File: src/rtl/uart_rx_word_fifo.sv
// UART receiver that packs WORD_BYTES bytes little-endian into words and
// buffers them in a first-word-fall-through FIFO drained by valid/ready.
module uart_rx_word_fifo #(
  parameter int unsigned CLK_PER_HALF_BIT = 434,
  parameter int unsigned WORD_BYTES       = 4,
  parameter int unsigned FIFO_DEPTH       = 4,
  parameter int unsigned PARITY           = 0
) (
  input  logic                            clk,
  input  logic                            rstn,
  input  logic                            rxd,
  output logic [8*WORD_BYTES-1:0]         rdata,
  output logic                            rdata_valid,
  input  logic                            rdata_ready,
  output logic                            frame_err,
  output logic                            parity_err,
  output logic                            overrun,
  input  logic                            err_clear,
  output logic [$clog2(FIFO_DEPTH):0]     fifo_count
);

  localparam int unsigned WORD_W = 8 * WORD_BYTES;
  localparam int unsigned CNT_W  = $clog2(2 * CLK_PER_HALF_BIT);
  localparam int unsigned BIDX_W = (WORD_BYTES > 1) ? $clog2(WORD_BYTES) : 1;
  localparam int unsigned ADDR_W = $clog2(FIFO_DEPTH);
  localparam int unsigned PTR_W  = ADDR_W + 1;

  localparam logic [CNT_W-1:0]  START_LAST = CNT_W'(CLK_PER_HALF_BIT - 2);
  localparam logic [CNT_W-1:0]  BIT_LAST   = CNT_W'(2 * CLK_PER_HALF_BIT - 1);
  localparam logic [BIDX_W-1:0] LAST_BYTE  = BIDX_W'(WORD_BYTES - 1);
  localparam logic [PTR_W-1:0]  DEPTH_CNT  = PTR_W'(FIFO_DEPTH);

  typedef enum logic [2:0] {
    ST_IDLE,
    ST_START,
    ST_DATA,
    ST_PARITY,
    ST_STOP
  } state_e;

  logic [1:0]        sync_q, sync_d;
  logic              rx_s;
  state_e            state_q, state_d;
  logic [CNT_W-1:0]  cnt_q, cnt_d;
  logic [2:0]        bit_idx_q, bit_idx_d;
  logic [7:0]        shreg_q, shreg_d;
  logic              par_q, par_d;
  logic              par_bad_q, par_bad_d;
  logic              armed_q, armed_d;
  logic [BIDX_W-1:0] byte_idx_q, byte_idx_d;
  logic [WORD_W-1:0] word_q, word_d, word_nx;
  logic              push_q, push_d;
  logic [WORD_W-1:0] push_word_q, push_word_d;
  logic              frame_evt_q, frame_evt_d;
  logic              parity_evt_q, parity_evt_d;

  logic [WORD_W-1:0] mem_q [FIFO_DEPTH];
  logic [WORD_W-1:0] mem_d [FIFO_DEPTH];
  logic [PTR_W-1:0]  wr_ptr_q, wr_ptr_d;
  logic [PTR_W-1:0]  rd_ptr_q, rd_ptr_d;
  logic [PTR_W-1:0]  count_q, count_d;
  logic [WORD_W-1:0] rdata_q, rdata_d;
  logic              rdata_valid_q, rdata_valid_d;
  logic              frame_err_q, frame_err_d;
  logic              parity_err_q, parity_err_d;
  logic              overrun_q, overrun_d;
  logic              pop, full, push_ok;

  always_comb begin
    sync_d = {sync_q[0], rxd};
  end
  assign rx_s = sync_q[1];

  // Receive FSM: start detection, bit-centre sampling and word assembly
  always_comb begin
    state_d      = state_q;
    cnt_d        = CNT_W'(cnt_q + 1'b1);
    bit_idx_d    = bit_idx_q;
    shreg_d      = shreg_q;
    par_d        = par_q;
    par_bad_d    = par_bad_q;
    armed_d      = armed_q;
    byte_idx_d   = byte_idx_q;
    word_d       = word_q;
    push_d       = 1'b0;
    push_word_d  = push_word_q;
    frame_evt_d  = 1'b0;
    parity_evt_d = 1'b0;
    word_nx      = word_q;
    word_nx[{byte_idx_q, 3'b000} +: 8] = shreg_q;

    case (state_q)
      ST_IDLE: begin
        cnt_d     = '0;
        bit_idx_d = '0;
        par_d     = 1'b0;
        par_bad_d = 1'b0;
        if (!armed_q) begin
          if (rx_s) armed_d = 1'b1;
        end else if (!rx_s) begin
          state_d = ST_START;
        end
      end
      ST_START: begin
        if (cnt_q == START_LAST) begin
          cnt_d   = '0;
          state_d = rx_s ? ST_IDLE : ST_DATA;
        end
      end
      ST_DATA: begin
        if (cnt_q == BIT_LAST) begin
          cnt_d     = '0;
          shreg_d   = {rx_s, shreg_q[7:1]};
          par_d     = par_q ^ rx_s;
          bit_idx_d = 3'(bit_idx_q + 3'd1);
          if (bit_idx_q == 3'd7) begin
            if (PARITY != 0) state_d = ST_PARITY;
            else             state_d = ST_STOP;
          end
        end
      end
      ST_PARITY: begin
        if (cnt_q == BIT_LAST) begin
          cnt_d   = '0;
          state_d = ST_STOP;
          if ((par_q ^ rx_s) != (PARITY == 2)) begin
            par_bad_d    = 1'b1;
            parity_evt_d = 1'b1;
          end
        end
      end
      ST_STOP: begin
        if (cnt_q == BIT_LAST) begin
          cnt_d   = '0;
          state_d = ST_IDLE;
          armed_d = 1'b0;
          if (rx_s && !par_bad_q) begin
            word_d = word_nx;
            if (byte_idx_q == LAST_BYTE) begin
              push_d      = 1'b1;
              push_word_d = word_nx;
              byte_idx_d  = '0;
            end else begin
              byte_idx_d = BIDX_W'(byte_idx_q + 1'b1);
            end
          end else begin
            byte_idx_d  = '0;
            frame_evt_d = !rx_s;
          end
        end
      end
      default: state_d = ST_IDLE;
    endcase
  end

  // FIFO bookkeeping; a push into a full FIFO only succeeds alongside a pop
  always_comb begin
    pop     = rdata_valid_q && rdata_ready;
    full    = (count_q == DEPTH_CNT);
    push_ok = push_q && (!full || pop);

    wr_ptr_d = push_ok ? PTR_W'(wr_ptr_q + 1'b1) : wr_ptr_q;
    rd_ptr_d = pop     ? PTR_W'(rd_ptr_q + 1'b1) : rd_ptr_q;
    count_d  = count_q;
    case ({push_ok, pop})
      2'b10:   count_d = PTR_W'(count_q + 1'b1);
      2'b01:   count_d = PTR_W'(count_q - 1'b1);
      default: count_d = count_q;
    endcase

    mem_d = mem_q;
    if (push_ok) mem_d[wr_ptr_q[ADDR_W-1:0]] = push_word_q;

    rdata_valid_d = (count_d != '0);
    rdata_d       = rdata_valid_d ? mem_d[rd_ptr_d[ADDR_W-1:0]] : '0;

    frame_err_d  = frame_evt_q  | (frame_err_q  & ~err_clear);
    parity_err_d = parity_evt_q | (parity_err_q & ~err_clear);
    overrun_d    = (push_q && !push_ok) | (overrun_q & ~err_clear);
  end

  always_ff @(posedge clk) begin
    if (!rstn) begin
      sync_q        <= 2'b11;
      state_q       <= ST_IDLE;
      cnt_q         <= '0;
      bit_idx_q     <= '0;
      shreg_q       <= '0;
      par_q         <= 1'b0;
      par_bad_q     <= 1'b0;
      armed_q       <= 1'b0;
      byte_idx_q    <= '0;
      word_q        <= '0;
      push_q        <= 1'b0;
      push_word_q   <= '0;
      frame_evt_q   <= 1'b0;
      parity_evt_q  <= 1'b0;
      wr_ptr_q      <= '0;
      rd_ptr_q      <= '0;
      count_q       <= '0;
      rdata_q       <= '0;
      rdata_valid_q <= 1'b0;
      frame_err_q   <= 1'b0;
      parity_err_q  <= 1'b0;
      overrun_q     <= 1'b0;
    end else begin
      sync_q        <= sync_d;
      state_q       <= state_d;
      cnt_q         <= cnt_d;
      bit_idx_q     <= bit_idx_d;
      shreg_q       <= shreg_d;
      par_q         <= par_d;
      par_bad_q     <= par_bad_d;
      armed_q       <= armed_d;
      byte_idx_q    <= byte_idx_d;
      word_q        <= word_d;
      push_q        <= push_d;
      push_word_q   <= push_word_d;
      frame_evt_q   <= frame_evt_d;
      parity_evt_q  <= parity_evt_d;
      wr_ptr_q      <= wr_ptr_d;
      rd_ptr_q      <= rd_ptr_d;
      count_q       <= count_d;
      rdata_q       <= rdata_d;
      rdata_valid_q <= rdata_valid_d;
      frame_err_q   <= frame_err_d;
      parity_err_q  <= parity_err_d;
      overrun_q     <= overrun_d;
    end
  end

  // Storage needs no reset: occupancy is tracked by the pointers
  always_ff @(posedge clk) begin
    mem_q <= mem_d;
  end

  assign rdata       = rdata_q;
  assign rdata_valid = rdata_valid_q;
  assign frame_err   = frame_err_q;
  assign parity_err  = parity_err_q;
  assign overrun     = overrun_q;
  assign fifo_count  = count_q;

endmodule

File: config.mk
export PLATFORM = sky130hd
export DESIGN_NAME = uart_rx_word_fifo
export DESIGN_NICKNAME = d
export VERILOG_FILES = /design/src/rtl/uart_rx_word_fifo.sv
export SDC_FILE = /design/constraint.sdc
export NUM_CORES = 1
export LEC_CHECK = 0
export CORE_UTILIZATION = 55
export DETAILED_ROUTE_END_ITERATION = 7
export PLACE_DENSITY = 0.82
export SLEW_MARGIN = 20
export SYNTH_ARGS = -nofsm -noshare
export SYNTH_HDL_FRONTEND = slang
export SYNTH_SLANG_ARGS = --single-unit
export TNS_END_PERCENT = 100
File: constraint.sdc
create_clock -name clk -period 3 [get_ports clk]
set_input_delay 0.3 -clock clk [delete_from_list [all_inputs] [get_ports clk]]
set_output_delay 0.3 -clock clk [all_outputs]
set_load 0.005 [all_outputs]
==> flow_summary.json, run 1 <==
{
  "status": "completed",
  "total_power_mw": 6.92,
  "fin_crit_sh": 0.967,
  "cts_sinks": 269,
  "peakVddDrop_v": 0.000369,
  "drive_above_1_share": 0.193,
  "die_x_um": 143,
  "min_to": "sync_q[0]",
  "setup_violations": 0,
  "yosysUniqueCellTypes": 57,
  "power_density_nw_per_um2": 545,
  "layout_common_cells": "dfxtp_1 (269), nand2_1 (184), mux2_2 (117), nand2b_1 (97), a21oi_1 (73)",
  "post-route-util": 0.652,
  "clock.fmax_ghz": 0.345,
  "syn-cell-area_um2": 11000,
  "hold-path-cell-count": 2,
  "layout_min_cycle_time_ns": 2.90,
  "clk_latency_ns": 0.52,
  "ant_nets": 0,
  "grt_pass1_vias": 7699,
  "drt_iter0_markers": 583,
  "nets": 1175,
  "cap_violations": 0,
  "p_leak_nw": 4.98,
  "r2r-start": "fifo_count[1]",
  "dp.cells": 1387,
  "netlist_instances": 1114,
  "seq_area_frac_synth": 0.492,
  "firstDrtPassIters": 5,
  "antenna_found_initial": 0,
  "path_clk_slew_ns": 0.06,
  "r2r_end": "rdata[26]",
  "hpwl_um": 13900,
  "postSynth.asyncResetShare": 0,
  "grt_overflow_total": 0,
  "worstPathRequired_ns": 3.41,
  "ios": 44,
  "postPlaceCellArea_um2": 11800,
  "port_buffers": 43,
  "worst_pin_slew_ns": 0.675,
  "synth_edf_count": 0,
  "path_max_fanout": 8,
  "syn_nets": 1135,
  "routabilityCongestion": 0.825,
  "worstRegToRegCells": 11,
  "startpoint_type": "flip-flop",
  "maxSlewHeadroom": 0.549,
  "fill_cells": 1476,
  "min_from": "rxd",
  "antenna_cells": 0,
  "end_kind": "flip-flop",
  "start_util": 0.563,
  "numCtsBuffers": 26,
  "ff2ff_setup_slack_ns": 0.10,
  "final_common_cell": "dfxtp_1",
  "clock_skew_ns": 0.00650,
  "slew_viol_final": 0,
  "min_path_type": "primary input to flip-flop",
  "num_rows": 51,
  "track_usage": 0.231,
  "clock_path_buffers": 3,
  "area_growth_pct": 15.9,
  "cts_tree": "yes",
  "instances_no_fill": 1437,
  "viasPerCell": 5.46,
  "rsz0062_at_grt": "false",
  "via_count": 7845,
  "grt_first_pass_wirelength_um": 38100,
  "cts_hold_buf": 0,
  "final.setup.tns_ns": 0,
  "grt_max_degree": 63,
  "hold_viol_final": 0,
  "final_area_um2": 12700,
  "worstPathArrival_ns": 3.31,
  "worstSetupPathType": "flip-flop to flip-flop",
  "cts_root_buf": "clkbuf_16",
  "yosysWarnings": 0,
  "die_area_um2": 20500,
  "drc": 0,
  "fp.dieH_um": 143,
  "wl_per_cell_um": 16.4,
  "htreeDepth": 1,
  "synthFlopType": "dfxtp_1",
  "core_area_um2": 19500,
  "drt_wl_total_um": 23500,
  "syn_avg_cell_area_um2": 9.83,
  "ys_ff_latch": 269
}
-- cell usage after synthesis, drive strengths merged (5+ instances only) --
master | number | area (um^2)
dfxtp | 269 | 5390
nand2 | 185 | 697
mux2 | 129 | 1450
nand2b | 97 | 607
a21oi | 75 | 375
inv | 47 | 176
clkbuf | 44 | 165
o21ai | 42 | 210
o21ba | 32 | 320
a32o | 31 | 310
nor2 | 27 | 101
buf | 25 | 185
ha | 15 | 188
a21boi | 8 | 60.1
nand3 | 8 | 40.0
nor3 | 8 | 51.3
xnor2 | 8 | 70.1
xor2 | 6 | 52.6
and2 | 5 | 31.3
mux2i | 5 | 50.1
nand4 | 5 | 31.3
-- cell type report --
type	instances	area, um^2	share of cell area
clock buffer	39	781	0.0615
clock inverter	7	62.6	0.00493
inverter	47	176	0.0139
multi-input combinational	729	5120	0.403
sequential	269	5390	0.424
tap	265	332	0.0261
timing repair buffer	81	837	0.0659
-- metrics by stage --
stage | hold WS, ns | setup slack (ns)
5_1_grt | 0.353 | 0.0382
4_1_cts | 0.334 | 0.0584
3_5_place_dp | 0.397 | -0.141
2_1_floorplan | 0.386 | 0.00634
6_report | 0.337 | 0.100
3_3_place_gp | 0.398 | -0.0517
-- how the worst max path moves through the flow --
stage	startpoint	endpoint	slack [ns]	cells past startpoint
after CTS	fifo_count[1]	rdata[31]	0.06	10
after floorplan	fifo_count[0]	rdata[22]	0.006	10
final	fifo_count[1]	rdata[26]	0.10	11
after detailed placement	rdata_ready	rdata[19]	-0.14	12
after global placement	rdata_ready	rdata[31]	-0.05	12
after global routing	fifo_count[2]	rdata[19]	0.04	11
-- kinds of logic after synthesis --
kind of cell,synth area share
muxes,0.137
adders and majority gates,0.0190
and+or+nand+nor,0.160
buffers and inverters,0.0481
DFF,0.492
xor gates and xnor gates,0.0112
AOI/OAI and AO/OA,0.133
-- flip-flops by register name, summed over array words and instances, names as in the netlist, 2 cells and up --
name / cells
mem_q: 128
rdata: 32
state_q: 3
fifo_count: 3
sync_q: 2
wr_ptr_q: 2
shreg_q: 8
rd_ptr_q: 2
bit_idx_q: 3
byte_idx_q: 2
word_q: 32
cnt_q: 10
push_word_q: 32
-- power breakdown --
part,internal [mW],leakage (nW),switching [mW],total (mW)
Combinational,0.0470,2.39,0.0547,0.102
Sequential,3.60,2.18,0.0183,3.62
Clock,1.87,0.417,1.33,3.20
-- routing by layer --
layer / part of all wire / vias up / GRT usage / wire [um]
met4: 0.021 / 0 / 0.0804 / 501
met1: 0.44 / 3808 / 0.296 / 10500
met3: 0.038 / 38 / 0.0275 / 888
li1: - / 3843 / - / -
met2: 0.50 / 156 / 0.399 / 11700
met5: 0 / - / 0 / 0
-- worst max-delay path, cell delays in order, from the launching register on --
cell	delay (ns)
dfxtp_1	0.31
or3b_4	0.42
o21ai_4	0.16
ha_2	0.21
fa_1	0.45
nor2_2	0.14
a22oi_2	0.08
o311ai_4	0.32
buf_12	0.17
clkbuf_16	0.16
o21ba_2	0.16
a32o_1	0.21
-- timing repair --
action | in CTS | in global routing
endpoints found under the setup margin | 0 | 32
setup buffers | 0 | 2
resized for setup | 0 | 9
Note: power is estimated with default switching activity, not from simulation.
==> run 2: changes to the inputs <==
- CORE_ASPECT_RATIO: unset -> 1.2
- CORE_UTILIZATION: 55 -> 60
- PLACE_DENSITY: 0.82 -> 0.85
- clock period: 3 -> 3.2 ns (I/O delays scaled with it)
==> flow_summary.json, run 2 (same netlist as run 1, synthesis figures left out) <==
{
  "use_met2": 0.438,
  "grt_overflow_total": 0,
  "grt_max_degree": 71,
  "cts_sinks": 269,
  "end_kind": "flip-flop",
  "via_count": 7806,
  "drt_wl_total_um": 22600,
  "hold_viol_final": 0,
  "dp.cells": 1334,
  "fp.dieH_um": 150,
  "firstDrtPassIters": 8,
  "start_util": 0.619,
  "numCtsBuffers": 25,
  "antenna_cells": 0,
  "port_buffers": 43,
  "clk_latency_ns": 0.53,
  "crit_slowest_cell": "or3b_4",
  "slew_viol_final": 0,
  "rsz0062_at_grt": "false",
  "drc": 5,
  "routabilityCongestion": 0.776,
  "hpwl_um": 13600,
  "cts_tree": "yes",
  "worst_pin_slew_ns": 0.748,
  "drive_above_1_share": 0.182,
  "instances_no_fill": 1378,
  "clock_path_buffers": 3,
  "largest_reg_flops": 128,
  "maxSlewHeadroom": 0.499,
  "ff2ff_setup_slack_ns": 0.22,
  "grtUsageMet1": 0.306,
  "worstPathArrival_ns": 3.39,
  "fin_crit_sh": 0.932,
  "cts_root_buf": "clkbuf_16",
  "max_stage_delay_ns": 0.45,
  "setup_violations": 0,
  "track_usage": 0.245,
  "htreeDepth": 1,
  "clock.fmax_ghz": 0.335,
  "min_path_type": "primary input to flip-flop",
  "final_common_cell": "dfxtp_1",
  "wl_per_cell_um": 16.4,
  "drt_iter0_markers": 560,
  "violations": "DRC",
  "num_rows": 53,
  "p_leak_nw": 4.94,
  "total_power_mw": 6.70,
  "grt_pass1_vias": 7538,
  "layout_min_cycle_time_ns": 2.98,
  "cap_violations": 0,
  "grt_busiest_layer": "met2",
  "grt_first_pass_wirelength_um": 37300,
  "crit_family": "compound AO/OA/AOI/OAI gates",
  "power_density_nw_per_um2": 533,
  "worst_slack_ns": 0.219,
  "startpoint_type": "flip-flop",
  "final_area_um2": 12600,
  "area_growth_pct": 14.7,
  "crit_chain": "or3b_4 -> o21ai_1 -> ha_1 -> fa_1 -> nor2_1 -> a22oi_1 -> o311ai_2 -> buf_12 -> o21ba_1 -> a32o_1",
  "antenna_found_initial": 0,
  "regMostFlops": "mem_q",
  "die_x_um": 125,
  "postPlaceCellArea_um2": 11700,
  "critPathBufInv": 1,
  "nets": 1162,
  "worstPathRequired_ns": 3.61,
  "path_clk_slew_ns": 0.06,
  "peakVddDrop_v": 0.000376,
  "worstSetupPathType": "flip-flop to flip-flop",
  "post-place-ws_ns": -0.0287,
  "path_max_fanout": 32,
  "ios": 44,
  "ant_nets": 0,
  "grt.met3_usage": 0.0297,
  "clock_skew_ns": 0.0186,
  "core_area_um2": 17700,
  "die_area_um2": 18800,
  "viasPerCell": 5.66,
  "status": "complete, but fails checks",
  "cts_setup_buffers": 0,
  "layout_common_cells": "dfxtp_1 (269), nand2_1 (184), mux2_2 (117), nand2b_1 (97), a21oi_1 (73)"
}
## run 2: path summary, 6_finish.rpt
path	start	endpoint	cells past startpoint
max reg2reg	fifo_count[2]	rdata[9]	10
max	fifo_count[2]	rdata[9]	10
min	rxd	sync_q[0]	2
min reg2reg	sync_q[0]	sync_q[1]	1
## run 2: report_power, final
group	total, mW	switching (mW)	internal, mW
clock network	3.21	1.22	2.00
registers	3.39	0.0175	3.37
logic	0.0965	0.0515	0.0450
## run 2: what timing repair did
action,CTS,global route
endpoints found under the setup margin,0,2
resized for setup,0,1
hold buffers,0,0
## run 2: worst register-to-register path, cell delays in order (launching register included)
cell and delay (ns):
dfxtp_1 0.40, or3b_4 0.45, o21ai_1 0.18, ha_1 0.23, fa_1 0.44, nor2_1 0.12
a22oi_1 0.10, o311ai_2 0.31, buf_12 0.24, o21ba_1 0.20, a32o_1 0.22
## run 2: metal layers
layer / up-vias / routed length, um
met4: 0 / 581
met3: 50 / 861
met1: 3771 / 9900
met5: - / 0
li1: 3828 / -
met2: 157 / 11200
## run 2: area by class of cell
cell class              count  area, um^2
flip-flops and latches    269        5390
repair buffers             69         726
multi-input cells         729        5090
inverters                  47         176
fillers                  1216        5140
clock inverters             9         178
clock buffers              35         733
well taps                 220         275
## run 2: per-stage QoR
step | hold WS (ns) | util | setup TNS, ns
3_5_place_dp | 0.401 | 0.658 | -0.104
4_1_cts | 0.353 | 0.710 | 0
2_1_floorplan | 0.386 | - | 0
5_1_grt | 0.381 | 0.710 | 0
6_report | 0.366 | 0.710 | 0
3_3_place_gp | 0.391 | 0.658 | 0
==> run 3: changes to the inputs <==
- HOLD_SLACK_MARGIN: unset -> 0.1
==> results of run 3 <==
Final layout, timing and power as in run 2 (identical DEF).
